File: config.mk
export PLATFORM = sky130hd
export DESIGN_NAME = irrigation_scheduler
export DESIGN_NICKNAME = d
export VERILOG_FILES = /design/src/rtl/irrigation_scheduler.sv
export SDC_FILE = /design/constraint.sdc
export NUM_CORES = 1
export LEC_CHECK = 0
export BUFFER_PORTS_ARGS = -buffer_cell sky130_fd_sc_hd__buf_2
export CORE_UTILIZATION = 59
export CTS_CLUSTER_SIZE = 10
export DETAILED_ROUTE_END_ITERATION = 10
export PLACE_DENSITY_LB_ADDON = 0.15
export SYNTH_ARGS = -nofsm -noshare
export SYNTH_HDL_FRONTEND = slang
export SYNTH_SLANG_ARGS = --single-unit
File: constraint.sdc
create_clock -name clk -period 3.18 [get_ports clk]
set_input_delay 0.318 -clock clk [delete_from_list [all_inputs] [get_ports clk]]
set_output_delay 0.318 -clock clk [all_outputs]
set_load 0.05 [all_outputs]
File: src/rtl/irrigation_scheduler.sv
// Purpose : sequences the irrigation valve from the comparator's trusted event/flag
//           (confirm -> irrigate -> cooldown) and latches an alarm after repeated faults.
// Latency : all outputs registered; a decision taken on cycle T is visible at T+1.
// Backpressure: none; timing advances only on sample_tick cycles, and the block always accepts input.
//
// Ports:
//   clk, rst_n        clock, asynchronous active-low reset
//   sample_tick       one-cycle timing strobe (1 tick = 1 s in the system)
//   enable            scheduler enable level
//   event_in, flag_in comparator Output / Flag
//   clear_fault       one-cycle pulse: leave FAULT, clear fault count
//   valve_open        valve drive
//   busy              high in CONFIRM, IRRIGATE, COOLDOWN
//   alarm             high in FAULT
//   event_count       confirmed irrigation events, saturating at 255
//   last_fault_flag   flag_in captured at the most recent fault indication
module irrigation_scheduler #(
    parameter int CONFIRM_TICKS  = 3,
    parameter int IRRIGATE_TICKS = 600,
    parameter int COOLDOWN_TICKS = 1800,
    parameter int FAULT_LIMIT    = 3,
    parameter int CNT_W          = 16
) (
    input  logic       clk,
    input  logic       rst_n,
    input  logic       sample_tick,
    input  logic       enable,
    input  logic       event_in,
    input  logic [2:0] flag_in,
    input  logic       clear_fault,
    output logic       valve_open,
    output logic       busy,
    output logic       alarm,
    output logic [7:0] event_count,
    output logic [2:0] last_fault_flag
);

    localparam int FCNT_W = $clog2(FAULT_LIMIT + 1);

    localparam logic [CNT_W-1:0]  CONFIRM_LAST  = CNT_W'(CONFIRM_TICKS - 1);
    localparam logic [CNT_W-1:0]  IRRIGATE_LAST = CNT_W'(IRRIGATE_TICKS - 1);
    localparam logic [CNT_W-1:0]  COOLDOWN_LAST = CNT_W'(COOLDOWN_TICKS - 1);
    localparam logic [FCNT_W-1:0] FAULT_MAX     = FCNT_W'(FAULT_LIMIT);

    typedef enum logic [2:0] {
        IDLE,
        CONFIRM,
        IRRIGATE,
        COOLDOWN,
        FAULT
    } stateT;

    stateT             state, stateNxt;
    logic [CNT_W-1:0]  cnt, cntNxt;
    logic [FCNT_W-1:0] faultCnt, faultCntNxt, faultCntInc;
    logic [7:0]        eventCountNxt;
    logic [2:0]        lastFlagNxt;
    logic              faultTick;

    always_comb begin
        stateNxt      = state;
        cntNxt        = cnt;
        faultCntNxt   = faultCnt;
        eventCountNxt = event_count;
        lastFlagNxt   = last_fault_flag;

        // Flag without an event is a single-sensor disagreement; not sampled while
        // the valve is open or while already latched in FAULT.
        faultTick = sample_tick && !event_in && (flag_in != 3'b000) &&
                    (state == IDLE || state == CONFIRM || state == COOLDOWN);
        faultCntInc = (faultCnt == FAULT_MAX) ? faultCnt : faultCnt + 1'b1;

        case (state)
            IDLE: begin
                if (sample_tick && enable && event_in) begin
                    stateNxt = CONFIRM;
                    cntNxt   = CNT_W'(1);
                end
            end
            CONFIRM: begin
                if (!enable) begin
                    stateNxt = IDLE;
                end else if (sample_tick) begin
                    if (!event_in) begin
                        stateNxt = IDLE;
                    end else if (cnt == CONFIRM_LAST) begin
                        stateNxt      = IRRIGATE;
                        cntNxt        = '0;
                        eventCountNxt = (event_count == 8'hFF) ? event_count
                                                               : event_count + 8'd1;
                        // A confirmed event vindicates the sensors.
                        faultCntNxt   = '0;
                    end else begin
                        cntNxt = cnt + 1'b1;
                    end
                end
            end
            IRRIGATE: begin
                // Abort takes priority over a coincident tick.
                if (!enable) begin
                    stateNxt = COOLDOWN;
                    cntNxt   = '0;
                end else if (sample_tick) begin
                    if (cnt == IRRIGATE_LAST) begin
                        stateNxt = COOLDOWN;
                        cntNxt   = '0;
                    end else begin
                        cntNxt = cnt + 1'b1;
                    end
                end
            end
            COOLDOWN: begin
                if (sample_tick) begin
                    if (cnt == COOLDOWN_LAST) begin
                        stateNxt = IDLE;
                        cntNxt   = '0;
                    end else begin
                        cntNxt = cnt + 1'b1;
                    end
                end
            end
            FAULT: begin
                if (clear_fault) begin
                    stateNxt    = IDLE;
                    faultCntNxt = '0;
                end
            end
            default: begin
                stateNxt = IDLE;
                cntNxt   = '0;
            end
        endcase

        // Fault accounting overlays the per-state decision. A simultaneous clear
        // discards the indication (no count, no trip) but the flag is still recorded.
        if (faultTick) begin
            lastFlagNxt = flag_in;
            if (!clear_fault) begin
                faultCntNxt = faultCntInc;
                if (faultCntInc == FAULT_MAX) begin
                    stateNxt = FAULT;
                    cntNxt   = '0;
                end
            end
        end
        if (clear_fault && state != FAULT) begin
            faultCntNxt = '0;
        end
    end

    always_ff @(posedge clk or negedge rst_n) begin
        if (!rst_n) begin
            state           <= IDLE;
            cnt             <= '0;
            faultCnt        <= '0;
            event_count     <= 8'd0;
            last_fault_flag <= 3'b000;
            valve_open      <= 1'b0;
            busy            <= 1'b0;
            alarm           <= 1'b0;
        end else begin
            state           <= stateNxt;
            cnt             <= cntNxt;
            faultCnt        <= faultCntNxt;
            event_count     <= eventCountNxt;
            last_fault_flag <= lastFlagNxt;
            // Decoded from the next state so the pins track the state register exactly.
            valve_open      <= (stateNxt == IRRIGATE);
            busy            <= (stateNxt == CONFIRM) || (stateNxt == IRRIGATE) ||
                               (stateNxt == COOLDOWN);
            alarm           <= (stateNxt == FAULT);
        end
    end

endmodule
==> metrics.md, run 1 <==
| Metric | Value |
|---|---|
| Total track usage | 28.4% |
| Mean number of vias per cell | 6.27 |
| Final antenna-violating net count | 0 |
| Horiz. Die Dim | 63.2 um |
| Number of logic stages on the critical path including buffering | 7 |
| Dominant cell type by count on the critical path | sky130_fd_sc_hd__a22oi_1 |
| Most instantiated library cell after synthesis | sky130_fd_sc_hd__dfrtp_1 |
| Crit path launch type | register |
| Cells along the critical path | ha_1 -> or4bb_1 -> or4_1 -> a22oi_1 -> o21ai_1 -> a22oi_1 -> nor2_1 |
| Placed inst area | 2330 um2 |
| Final weighted congestion in routability-driven placement | 0.908 |
| Hold buffers post-CTS | 0 |
| Total design power | 1.28 mW |
| Slack of the worst reg-to-reg path | 0.45 ns |
| Top cell type by total area after synthesis | sky130_fd_sc_hd__dfrtp_1 |
| Unrepaired setup endpoints after global routing | false |
| Outcome | finished, final reports clean |
| Root buffer cell | sky130_fd_sc_hd__clkbuf_8 |
| Top cell type's share of synthesized area | 39.7% |
| Global-route wire length before repair | 8790 um |
| Area contributors post-synth | sky130_fd_sc_hd__dfrtp_1, sky130_fd_sc_hd__nand3_1, sky130_fd_sc_hd__nand2_1 |
| Final number of setup-violating endpoints | 0 |
| Power per cell area | 523 nW/um2 |
| Most used standard cells in the synthesized netlist | sky130_fd_sc_hd__dfrtp_1, sky130_fd_sc_hd__nand2_1, sky130_fd_sc_hd__nor2_1 |
| Delay contributed by the slowest stage of the critical path | 0.49 ns |
| Wire length per cell | 15.8 um |
| Sink Count | 35 |
| Crit end category | register |
| Die height | 63.2 um |
| # DRC | 0 |
| Number of buffers and inverters on the critical path | 0 |
| Mapped Cells | 252 |
| Antenna violations before repair | 0 |
| Main synth FF type | sky130_fd_sc_hd__dfrtp_1 |
| Data required time at the worst endpoint | 3.33 ns |
| Reg2reg end | cnt[1]$_DFF_PN0_ |
| Min cycle time layout | 2.73 ns |
| Worst Reg-to-Reg Cells | 7 |
| Initial Utilization | 63.6% |
| Peak supply drop | 0.394 mV |
| Pre-CTS setup slack | 0.493 ns |
| Top fanout value on the critical path | 13 |
| Max-capacitance violation count | 0 |
| Number of optimization iterations in the first detailed-route pass | 4 |
| Async set-or-reset flop fraction in the synthesized netlist | 100% |
| Clock network latency to the later pin of the worst-skew pair | 0.29 ns |
| Longest Clk Path Bufs | 2 |
| Post-synthesis sequential element count | 35 |
| Setup TNS | 0 ns |
| Vias in the first global route | 1876 |
| Critical path's slowest cell | sky130_fd_sc_hd__or4bb_1 |
| Number of cell rows | 21 |
| Final setup skew | 0.00483 ns |
| Number of resized instances in the post-cts repair step | 0 |
| Fraction of final layout cells sized beyond drive strength 1 | 16.7% |
| Count of buffers from port buffering | 22 |
| Remaining max-slew budget at the tightest pin | 39.5% |
| Worst setup path startpoint | cnt[0]$_DFF_PN0_ |
| Diodes inserted | 0 |
| Delay-heaviest family, CP | simple AND/OR/NAND/NOR gates |
| Syn-to-layout area delta | 10.9% |
| Post-Synthesis Cell Area | 2210 um2 |
| Worst hold path type | primary input to async pin |
| Lkg Pwr | 1.11 nW |
| Number of buffers inserted during clock tree synthesis | 5 |
| Routed via count | 1981 |
| Number of nets produced by synthesis | 264 |
| Launching point of the worst reg2reg path | cnt[0]$_DFF_PN0_ |
| Top-level I/O count | 23 |
| Clock tree from TritonCTS | yes |
| Worst setup margin | 0.449 ns |
| Register clock-pin slew on the reported worst setup and hold paths | 0.07 ns |
| Final hold violations | 0 |
| Final nets | 281 |
| H-tree Lvls | 2 |
| Number of enable flip-flop cells after synthesis | 0 |
| Core area | 3470 um2 |
| Highest Clock Rate | 366 MHz |
| Slew at the pin with the worst max-slew slack | 0.901 ns |
| Average size of a mapped cell | 8.76 um2 |
| Synth Warn # | 0 |
| Grt ovf | 0 |
| CP Class | register to register |
| Maximum number of pins on one net before global-route repair | 36 |
| Crit share post-route | 85.9% |
| Number of max-slew violations in the final report | 0 |
| Die Footprint | 3990 um2 |
| Netlist cell types | 53 |
| First-iteration detailed-routing DRC count | 195 |
| DP Wirelength | 3600 um |
| Fin area | 2450 um2 |
| Number of setup buffers added after CTS | 0 |
| Sequential area share after synthesis | 39.7% |
| Final wirelength | 4980 um |
| Crit path DAT | 2.88 ns |
[metrics by stage]
step | util, % | hold slack [ns] | instances
6_report | 70.6 | 0.105 | 316
5_1_grt | 70.6 | 0.167 | 316
4_1_cts | 70.6 | 0.129 | 316
3_5_place_dp | 67.2 | 0.442 | 308
3_3_place_gp | 67.2 | 0.439 | 308
2_1_floorplan | - | 0.0224 | 252
[flip-flops by register name, indices dropped and copies added (netlist names)]
name / cells
cnt: 16
event_count: 8
last_fault_flag: 3
state: 3
faultCnt: 2
alarm: 1
busy: 1
valve_open: 1
[placed cells by master (no fill, tap or decap), types with 8 or more instances in the layout]
master / instances
sky130_fd_sc_hd__buf_2: 22
sky130_fd_sc_hd__dfrtp_1: 35
sky130_fd_sc_hd__a21oi_1: 8
sky130_fd_sc_hd__o21ai_0: 9
sky130_fd_sc_hd__nand4_1: 9
sky130_fd_sc_hd__inv_1: 10
sky130_fd_sc_hd__xnor2_1: 8
sky130_fd_sc_hd__nand2_1: 23
sky130_fd_sc_hd__nor3_1: 10
sky130_fd_sc_hd__nand3_1: 18
sky130_fd_sc_hd__a31oi_1: 8
sky130_fd_sc_hd__nor2_1: 22
[worst max-delay path by stage]
stage | end | slack [ns]
after floorplan | event_count[5]$_DFFE_PN0P_ | 0.60
after CTS | cnt[4]$_DFF_PN0_ | 0.46
final | cnt[1]$_DFF_PN0_ | 0.45
after global placement | cnt[4]$_DFF_PN0_ | 0.53
after global routing | cnt[13]$_DFF_PN0_ | 0.16
after detailed placement | cnt[4]$_DFF_PN0_ | 0.49
[layout make-up]
cell class / count / area [um2]
Multi-Input combinational cell: 193 / 1230
Fill cell: 301 / 1020
Sequential cell: 35 / 876
Timing Repair Buffer: 24 / 125
Clock buffer: 6 / 82.6
Tap cell: 46 / 57.6
Inverter: 10 / 37.5
Clock inverter: 2 / 35.0
[cells by family (layout without fill, tap and decap cells)]
kind of cell | count (synthesis) | after routing | synth area share [%]
and+or+nand+nor | 118 | 118 | 30.3
AOI/OAI and AO/OA | 53 | 53 | 15.7
DFF | 35 | 35 | 39.7
buffers and inverters | 24 | 42 | 4.42
xor gates and xnor gates | 13 | 13 | 5.16
muxes | 6 | 6 | 3.00
adders and majority gates | 3 | 3 | 1.70
[per-layer routing]
layer	wire length, um	vias to the layer above	share of wire [%]	GRT usage (%)
li1	-	955	-	-
met1	2270	936	46	40.7
met2	2250	81	45	42.3
met3	377	9	7.6	4.17
met4	89	0	1.8	12.5
met5	0	-	0	0
[worst register-to-register path, cell delays in order, from the launching register on]
cell and delay (ns):
sky130_fd_sc_hd__dfrtp_1 0.48, sky130_fd_sc_hd__ha_1 0.31, sky130_fd_sc_hd__or4bb_1 0.49, sky130_fd_sc_hd__or4_1 0.43, sky130_fd_sc_hd__a22oi_1 0.20, sky130_fd_sc_hd__o21ai_1 0.32
sky130_fd_sc_hd__a22oi_1 0.30, sky130_fd_sc_hd__nor2_1 0.06
[power by group]
group	switching, mW	total, mW	internal, mW
Combinational	0.201	0.311	0.111
Clock	0.163	0.416	0.253
Sequential	0.0649	0.552	0.487
Total	0.428	1.28	0.851
Note: power is estimated with default switching activity, not from simulation.
==> run 2, diff against run 1 <==
--- a/config.mk
+++ b/config.mk
@@ -9,7 +9,8 @@
 export CORE_UTILIZATION = 59
 export CTS_CLUSTER_SIZE = 10
 export DETAILED_ROUTE_END_ITERATION = 10
-export PLACE_DENSITY_LB_ADDON = 0.15
+export GPL_ROUTABILITY_DRIVEN = 0
+export PLACE_DENSITY_LB_ADDON = 0.3
 export SYNTH_ARGS = -nofsm -noshare
 export SYNTH_HDL_FRONTEND = slang
 export SYNTH_SLANG_ARGS = --single-unit
==> metrics.md, run 2 (synthesized netlist as in run 1, its figures left out) <==
| Metric | Value |
|---|---|
| Outcome | finished, final reports clean |
| Power per cell area | 545 nW/um2 (+4.3%) |
| Launching point of the worst reg2reg path | cnt[0]$_DFF_PN0_ |
| Grt ovf | 0 (unchanged) |
| H-tree Lvls | 2 (unchanged) |
| Antenna violations before repair | 0 (unchanged) |
| Die Footprint | 3990 um2 (unchanged) |
| Unrepaired setup endpoints after global routing | false |
| Biggest registers after layout | cnt (16), event_count (8) |
| Worst Reg-to-Reg Cells | 7 (unchanged) |
| Root buffer cell | sky130_fd_sc_hd__clkbuf_8 |
| Setup TNS | 0 ns (unchanged) |
| Diodes inserted | 0 (unchanged) |
| Number of max-slew violations in the final report | 0 (unchanged) |
| Lkg Pwr | 1.12 nW (+0.78%) |
| Share of the core filled with cells in the final layout | 71.3% (+0.76 points) |
| Core area | 3470 um2 (unchanged) |
| Horiz. Die Dim | 63.2 um (unchanged) |
| Final hold violations | 0 (unchanged) |
| Final setup skew | 0.0106 ns (+0.00572 ns) |
| Count of buffers from port buffering | 22 (unchanged) |
| Slack of the worst reg-to-reg path | 0.46 ns (about the same) |
| Worst hold slack after final layout | 0.0907 ns (-0.0138 ns) |
| Crit share post-route | 85.4% (-0.44 points) |
| Fraction of final layout cells sized beyond drive strength 1 | 17.0% (+0.31 points) |
| Met2 usage in global routing | 44.8% (+2.4 points) |
| Mean number of vias per cell | 6.33 (+1.0%) |
| Top fanout value on the critical path | 13 (unchanged) |
| CP Class | register to register |
| Max reg flops | 16 (unchanged) |
| Data required time at the worst endpoint | 3.36 ns (+0.03 ns) |
| Wire length per cell | 16.1 um (+2.2%) |
| Crit end category | register |
| DP Wirelength | 3690 um (+2.3%) |
| Clock network latency to the later pin of the worst-skew pair | 0.30 ns (about the same) |
| Syn-to-layout area delta | 12.1% |
| GRT Max-Usage Layer | met2 |
| Clock tree from TritonCTS | yes |
| Maximum number of pins on one net before global-route repair | 36 (unchanged) |
| Number of optimization iterations in the first detailed-route pass | 4 (unchanged) |
| First-iteration detailed-routing DRC count | 144 (-26%) |
| Peak supply drop | 0.435 mV (+10%) |
| Hold buffers post-CTS | 0 (unchanged) |
| Longest Clk Path Bufs | 2 (unchanged) |
| Routed via count | 2008 (+1.4%) |
| Number of setup buffers added after CTS | 0 (unchanged) |
| Total track usage | 28.6% (+0.18 points) |
| Vias in the first global route | 1949 (+3.9%) |
| Final number of setup-violating endpoints | 0 (unchanged) |
| Min cycle time layout | 2.72 ns (-0.0139 ns) |
| Final nets | 282 (+0.36%) |
| Met3 track utilization from global routing | 5.62% (+1.4 points) |
| Leading cell type in the layout, fill and taps excluded | sky130_fd_sc_hd__dfrtp_1 |
| Final wirelength | 5110 um (+2.6%) |
| Crit path DAT | 2.90 ns (+0.02 ns) |
| Remaining max-slew budget at the tightest pin | 42.8% (+3.3 points) |
| Initial Utilization | 63.6% (unchanged) |
| Die height | 63.2 um (unchanged) |
| Number of resized instances in the post-cts repair step | 0 (unchanged) |
| # DRC | 0 (unchanged) |
| Worst hold path type | primary input to async pin |
| Global routing usage on met1 | 37.8% (-2.9 points) |
| Number of cell rows | 21 (unchanged) |
| Commonest non-fill, non-tap cells in the layout | sky130_fd_sc_hd__dfrtp_1, sky130_fd_sc_hd__nand2_1, sky130_fd_sc_hd__nor2_1, sky130_fd_sc_hd__buf_2, sky130_fd_sc_hd__nand3_1 |
| Register ranked first by flip-flop count | cnt |
| Sink Count | 35 (unchanged) |
| Global-route wire length before repair | 8870 um (+0.86%) |
| Slew at the pin with the worst max-slew slack | 0.852 ns (-0.0495 ns) |
| Top-level I/O count | 23 (unchanged) |
| Register clock-pin slew on the reported worst setup and hold paths | 0.08 ns (about the same) |
| Reg2reg end | cnt[4]$_DFF_PN0_ |
| Max-capacitance violation count | 0 (unchanged) |
| Number of buffers inserted during clock tree synthesis | 5 (unchanged) |
| Final antenna-violating net count | 0 (unchanged) |
| Crit path launch type | register |
| Highest Clock Rate | 368 MHz (+0.51%) |
==> run 2: changes by cell type in the layout (fill, tap and decap cells not counted) <==
| cell | change |
|---|---|
| sky130_fd_sc_hd__buf_4 | +1 |
| sky130_fd_sc_hd__bufinv_16 | +1 |
| sky130_fd_sc_hd__clkbuf_8 | -1 |
| sky130_fd_sc_hd__clkinv_2 | -1 |
| sky130_fd_sc_hd__clkinvlp_4 | +1 |
==> run 2: routing by layer <==
metal,vias to the layer above,share of wire [%]
met5,-,0
met4,0,2.0
met3,13,7.5
met2,93,47
met1,941,44
li1,961,-
==> run 2: where the power goes <==
group / switching, mW / leakage, nW / internal (mW)
combinational: 0.201 / 0.579 / 0.110
clock: 0.172 / 0.0644 / 0.313
sequential: 0.0655 / 0.473 / 0.487
total: 0.439 / 1.12 / 0.909
==> run 2: worst max path at each step <==
stage	start	end	slack, ns
floorplan	cnt[0]$_DFF_PN0_	event_count[5]$_DFFE_PN0P_	0.60
global placement	cnt[3]$_DFF_PN0_	cnt[4]$_DFF_PN0_	0.56
detailed placement	cnt[0]$_DFF_PN0_	cnt[4]$_DFF_PN0_	0.50
CTS	cnt[0]$_DFF_PN0_	cnt[4]$_DFF_PN0_	0.45
global route	cnt[0]$_DFF_PN0_	cnt[13]$_DFF_PN0_	0.18
finish	cnt[0]$_DFF_PN0_	cnt[4]$_DFF_PN0_	0.46
==> run 2: cell type report <==
cell class | instances | area (um2)
multi-input cells | 193 | 1230
fillers | 286 | 995
flip-flops and latches | 35 | 876
repair buffers | 25 | 133
clock buffers | 5 | 68.8
clock inverters | 3 | 67.6
well taps | 46 | 57.6
inverters | 10 | 37.5
==> run 2: stage by stage <==
step           std cells  area [um2]  setup WS, ns  power (mW)
2_1_floorplan        252        2210         0.603       0.787
3_3_place_gp         309        2340         0.563       0.857
3_5_place_dp         309        2340         0.504       0.869
5_1_grt              317        2470         0.181        1.41
6_report             317        2470         0.463        1.35
4_1_cts              317        2470         0.452        1.35
==> run 2: worst max-delay path, cell delays in order, from the launching register on <==
cell	delay, ns
sky130_fd_sc_hd__dfrtp_1	0.48
sky130_fd_sc_hd__ha_1	0.29
sky130_fd_sc_hd__or4bb_1	0.49
sky130_fd_sc_hd__or4_1	0.43
sky130_fd_sc_hd__a22oi_1	0.22
sky130_fd_sc_hd__o21ai_1	0.32
sky130_fd_sc_hd__a41oi_1	0.32
sky130_fd_sc_hd__nor2_1	0.06
==> run 3, diff against run 2 <==
--- a/config.mk
+++ b/config.mk
@@ -7,6 +7,7 @@
 export LEC_CHECK = 0
 export BUFFER_PORTS_ARGS = -buffer_cell sky130_fd_sc_hd__buf_2
 export CORE_UTILIZATION = 59
+export CTS_BUF_LIST = sky130_fd_sc_hd__clkbuf_16
 export CTS_CLUSTER_SIZE = 10
 export DETAILED_ROUTE_END_ITERATION = 10
 export GPL_ROUTABILITY_DRIVEN = 0
==> metrics.md, run 3 (synthesized netlist as in run 1, its figures left out) <==
| Metric | Value |
|---|---|
| Max reg flops | 16 (unchanged) |
| H-tree Lvls | 2 (unchanged) |
| Maximum number of pins on one net before global-route repair | 36 (unchanged) |
| Outcome | finished, final reports clean |
| Number of optimization iterations in the first detailed-route pass | 5 (+1) |
| Biggest registers after layout | cnt (16), event_count (8) |
| Worst hold path type | primary input to async pin |
| Min cycle time layout | 2.74 ns (+0.0218 ns) |
| Post-placement cell count | 309 (unchanged) |
| Fraction of final layout cells sized beyond drive strength 1 | 17.0% (unchanged) |
| Routed via count | 2015 (+0.35%) |
| Die Footprint | 3990 um2 (unchanged) |
| Clock tree from TritonCTS | yes |
| Total track usage | 28.7% (+0.078 points) |
| Top-level I/O count | 23 (unchanged) |
| Crit share post-route | 86.1% (+0.69 points) |
| DP Wirelength | 3690 um (unchanged) |
| Max-capacitance violation count | 0 (unchanged) |
| Core area | 3470 um2 (unchanged) |
| Register ranked first by flip-flop count | cnt |
| Die height | 63.2 um (unchanged) |
| Power per cell area | 594 nW/um2 (+8.9%) |
| Initial Utilization | 63.6% (unchanged) |
| Final number of setup-violating endpoints | 0 (unchanged) |
| Clock network latency to the later pin of the worst-skew pair | 0.28 ns (-0.02 ns) |
| # DRC | 0 (unchanged) |
| Number of resized instances in the post-cts repair step | 0 (unchanged) |
| Unrepaired setup endpoints after global routing | false |
| Data required time at the worst endpoint | 3.32 ns (-0.04 ns) |
| Number of cell rows | 21 (unchanged) |
| Count of buffers from port buffering | 22 (unchanged) |
| Final setup skew | 0.00426 ns (-0.00629 ns) |
| Wire length per cell | 16.4 um (+1.8%) |
| CP Class | register to register |
| Final hold violations | 0 (unchanged) |
| Number of standard cells in the layout, taps in and fillers out | 317 (unchanged) |
| Lkg Pwr | 1.14 nW (+2.3%) |
| Number of buffers inserted during clock tree synthesis | 5 (unchanged) |
| First-iteration detailed-routing DRC count | 168 (+17%) |
| Setup TNS | 0 ns (unchanged) |
| Final antenna-violating net count | 0 (unchanged) |
| Peak supply drop | 0.532 mV (+22%) |
| Grt ovf | 0 (unchanged) |
| Longest Clk Path Bufs | 2 (unchanged) |
| Remaining max-slew budget at the tightest pin | 43.2% (+0.34 points) |
| Vias in the first global route | 1940 (-0.46%) |
| Highest Clock Rate | 365 MHz (-0.80%) |
| Commonest non-fill, non-tap cells in the layout | sky130_fd_sc_hd__dfrtp_1, sky130_fd_sc_hd__nand2_1, sky130_fd_sc_hd__nor2_1, sky130_fd_sc_hd__buf_2, sky130_fd_sc_hd__nand3_1 |
| Number of max-slew violations in the final report | 0 (unchanged) |
| Root buffer cell | sky130_fd_sc_hd__clkbuf_16 |
| Diodes inserted | 0 (unchanged) |
| Crit path launch type | register |
| Crit end category | register |
| Slew at the pin with the worst max-slew slack | 0.847 ns (-0.00505 ns) |
| Final wirelength | 5200 um (+1.8%) |
| Syn-to-layout area delta | 14.6% |
| Top fanout value on the critical path | 13 (unchanged) |
| Antenna violations before repair | 0 (unchanged) |
| Sink Count | 35 (unchanged) |
| Horiz. Die Dim | 63.2 um (unchanged) |
| Number of setup buffers added after CTS | 0 (unchanged) |
| Crit path DAT | 2.88 ns (-0.02 ns) |
| Final nets | 282 (unchanged) |
| Leading cell type in the layout, fill and taps excluded | sky130_fd_sc_hd__dfrtp_1 |
| Global-route wire length before repair | 8910 um (+0.46%) |
| Hold buffers post-CTS | 0 (unchanged) |
| Register clock-pin slew on the reported worst setup and hold paths | 0.05 ns (-0.03 ns) |
| Mean number of vias per cell | 6.36 (+0.35%) |
[run 3: cell count changes in the layout (fill, tap and decap cells not counted)]
cell / previous run / this run
sky130_fd_sc_hd__clkbuf_16: 0 / 5
sky130_fd_sc_hd__clkbuf_8: 5 / 0
[run 3: area by class of cell]
cell class | instances | area [um2]
Inverter | 10 | 37.5
Fill cell | 283 | 938
Clock buffer | 5 | 125
Sequential cell | 35 | 876
Timing Repair Buffer | 25 | 133
Tap cell | 46 | 57.6
Multi-Input combinational cell | 193 | 1230
Clock inverter | 3 | 67.6
[run 3: metrics by stage]
stage | instance area, um2 | total power [mW] | hold WS, ns | setup slack, ns | utilization (%)
after floorplan | 2210 | 0.787 | 0.0224 | 0.603 | -
after global placement | 2340 | 0.857 | 0.439 | 0.563 | 67.4
after detailed placement | 2340 | 0.869 | 0.446 | 0.504 | 67.4
after CTS | 2530 | 1.51 | 0.142 | 0.454 | 72.9
after global routing | 2530 | 1.56 | 0.186 | 0.189 | 72.9
final | 2530 | 1.50 | 0.105 | 0.441 | 72.9
[run 3: layer usage]
metal  vias up  track usage (%)  share of wire [%]
met5         -                0                  0
met4         0             13.4                2.1
met3        14             5.98                7.4
met2        96             45.3                 47
met1       944             37.5                 43
li1        961                -                  -
[run 3: report_power, final]
part           internal (mW)  leakage [nW]  switching, mW
clock                  0.449        0.0900          0.187
combinational          0.110         0.579          0.204
sequential             0.487         0.473         0.0655
[run 3: final timing paths]
check	start	to	slack (ns)	cells past startpoint
max	cnt[0]$_DFF_PN0_	cnt[1]$_DFF_PN0_	0.44	7
min	rst_n	event_count[5]$_DFFE_PN0P_	0.11	1
max reg2reg	cnt[0]$_DFF_PN0_	cnt[1]$_DFF_PN0_	0.44	7
min reg2reg	event_count[6]$_DFFE_PN0P_	event_count[6]$_DFFE_PN0P_	0.50	1
max in group asynchronous	rst_n	cnt[1]$_DFF_PN0_	2.58	1
min in group clk	clear_fault	alarm$_DFF_PN0_	0.25	2
[run 3: critical path, cell delays in order (launching register included)]
cell,delay (ns)
sky130_fd_sc_hd__dfrtp_1,0.47
sky130_fd_sc_hd__ha_1,0.29
sky130_fd_sc_hd__or4bb_1,0.49
sky130_fd_sc_hd__or4_1,0.43
sky130_fd_sc_hd__a22oi_1,0.22
sky130_fd_sc_hd__o21ai_1,0.32
sky130_fd_sc_hd__a22oi_1,0.32
sky130_fd_sc_hd__nor2_1,0.06
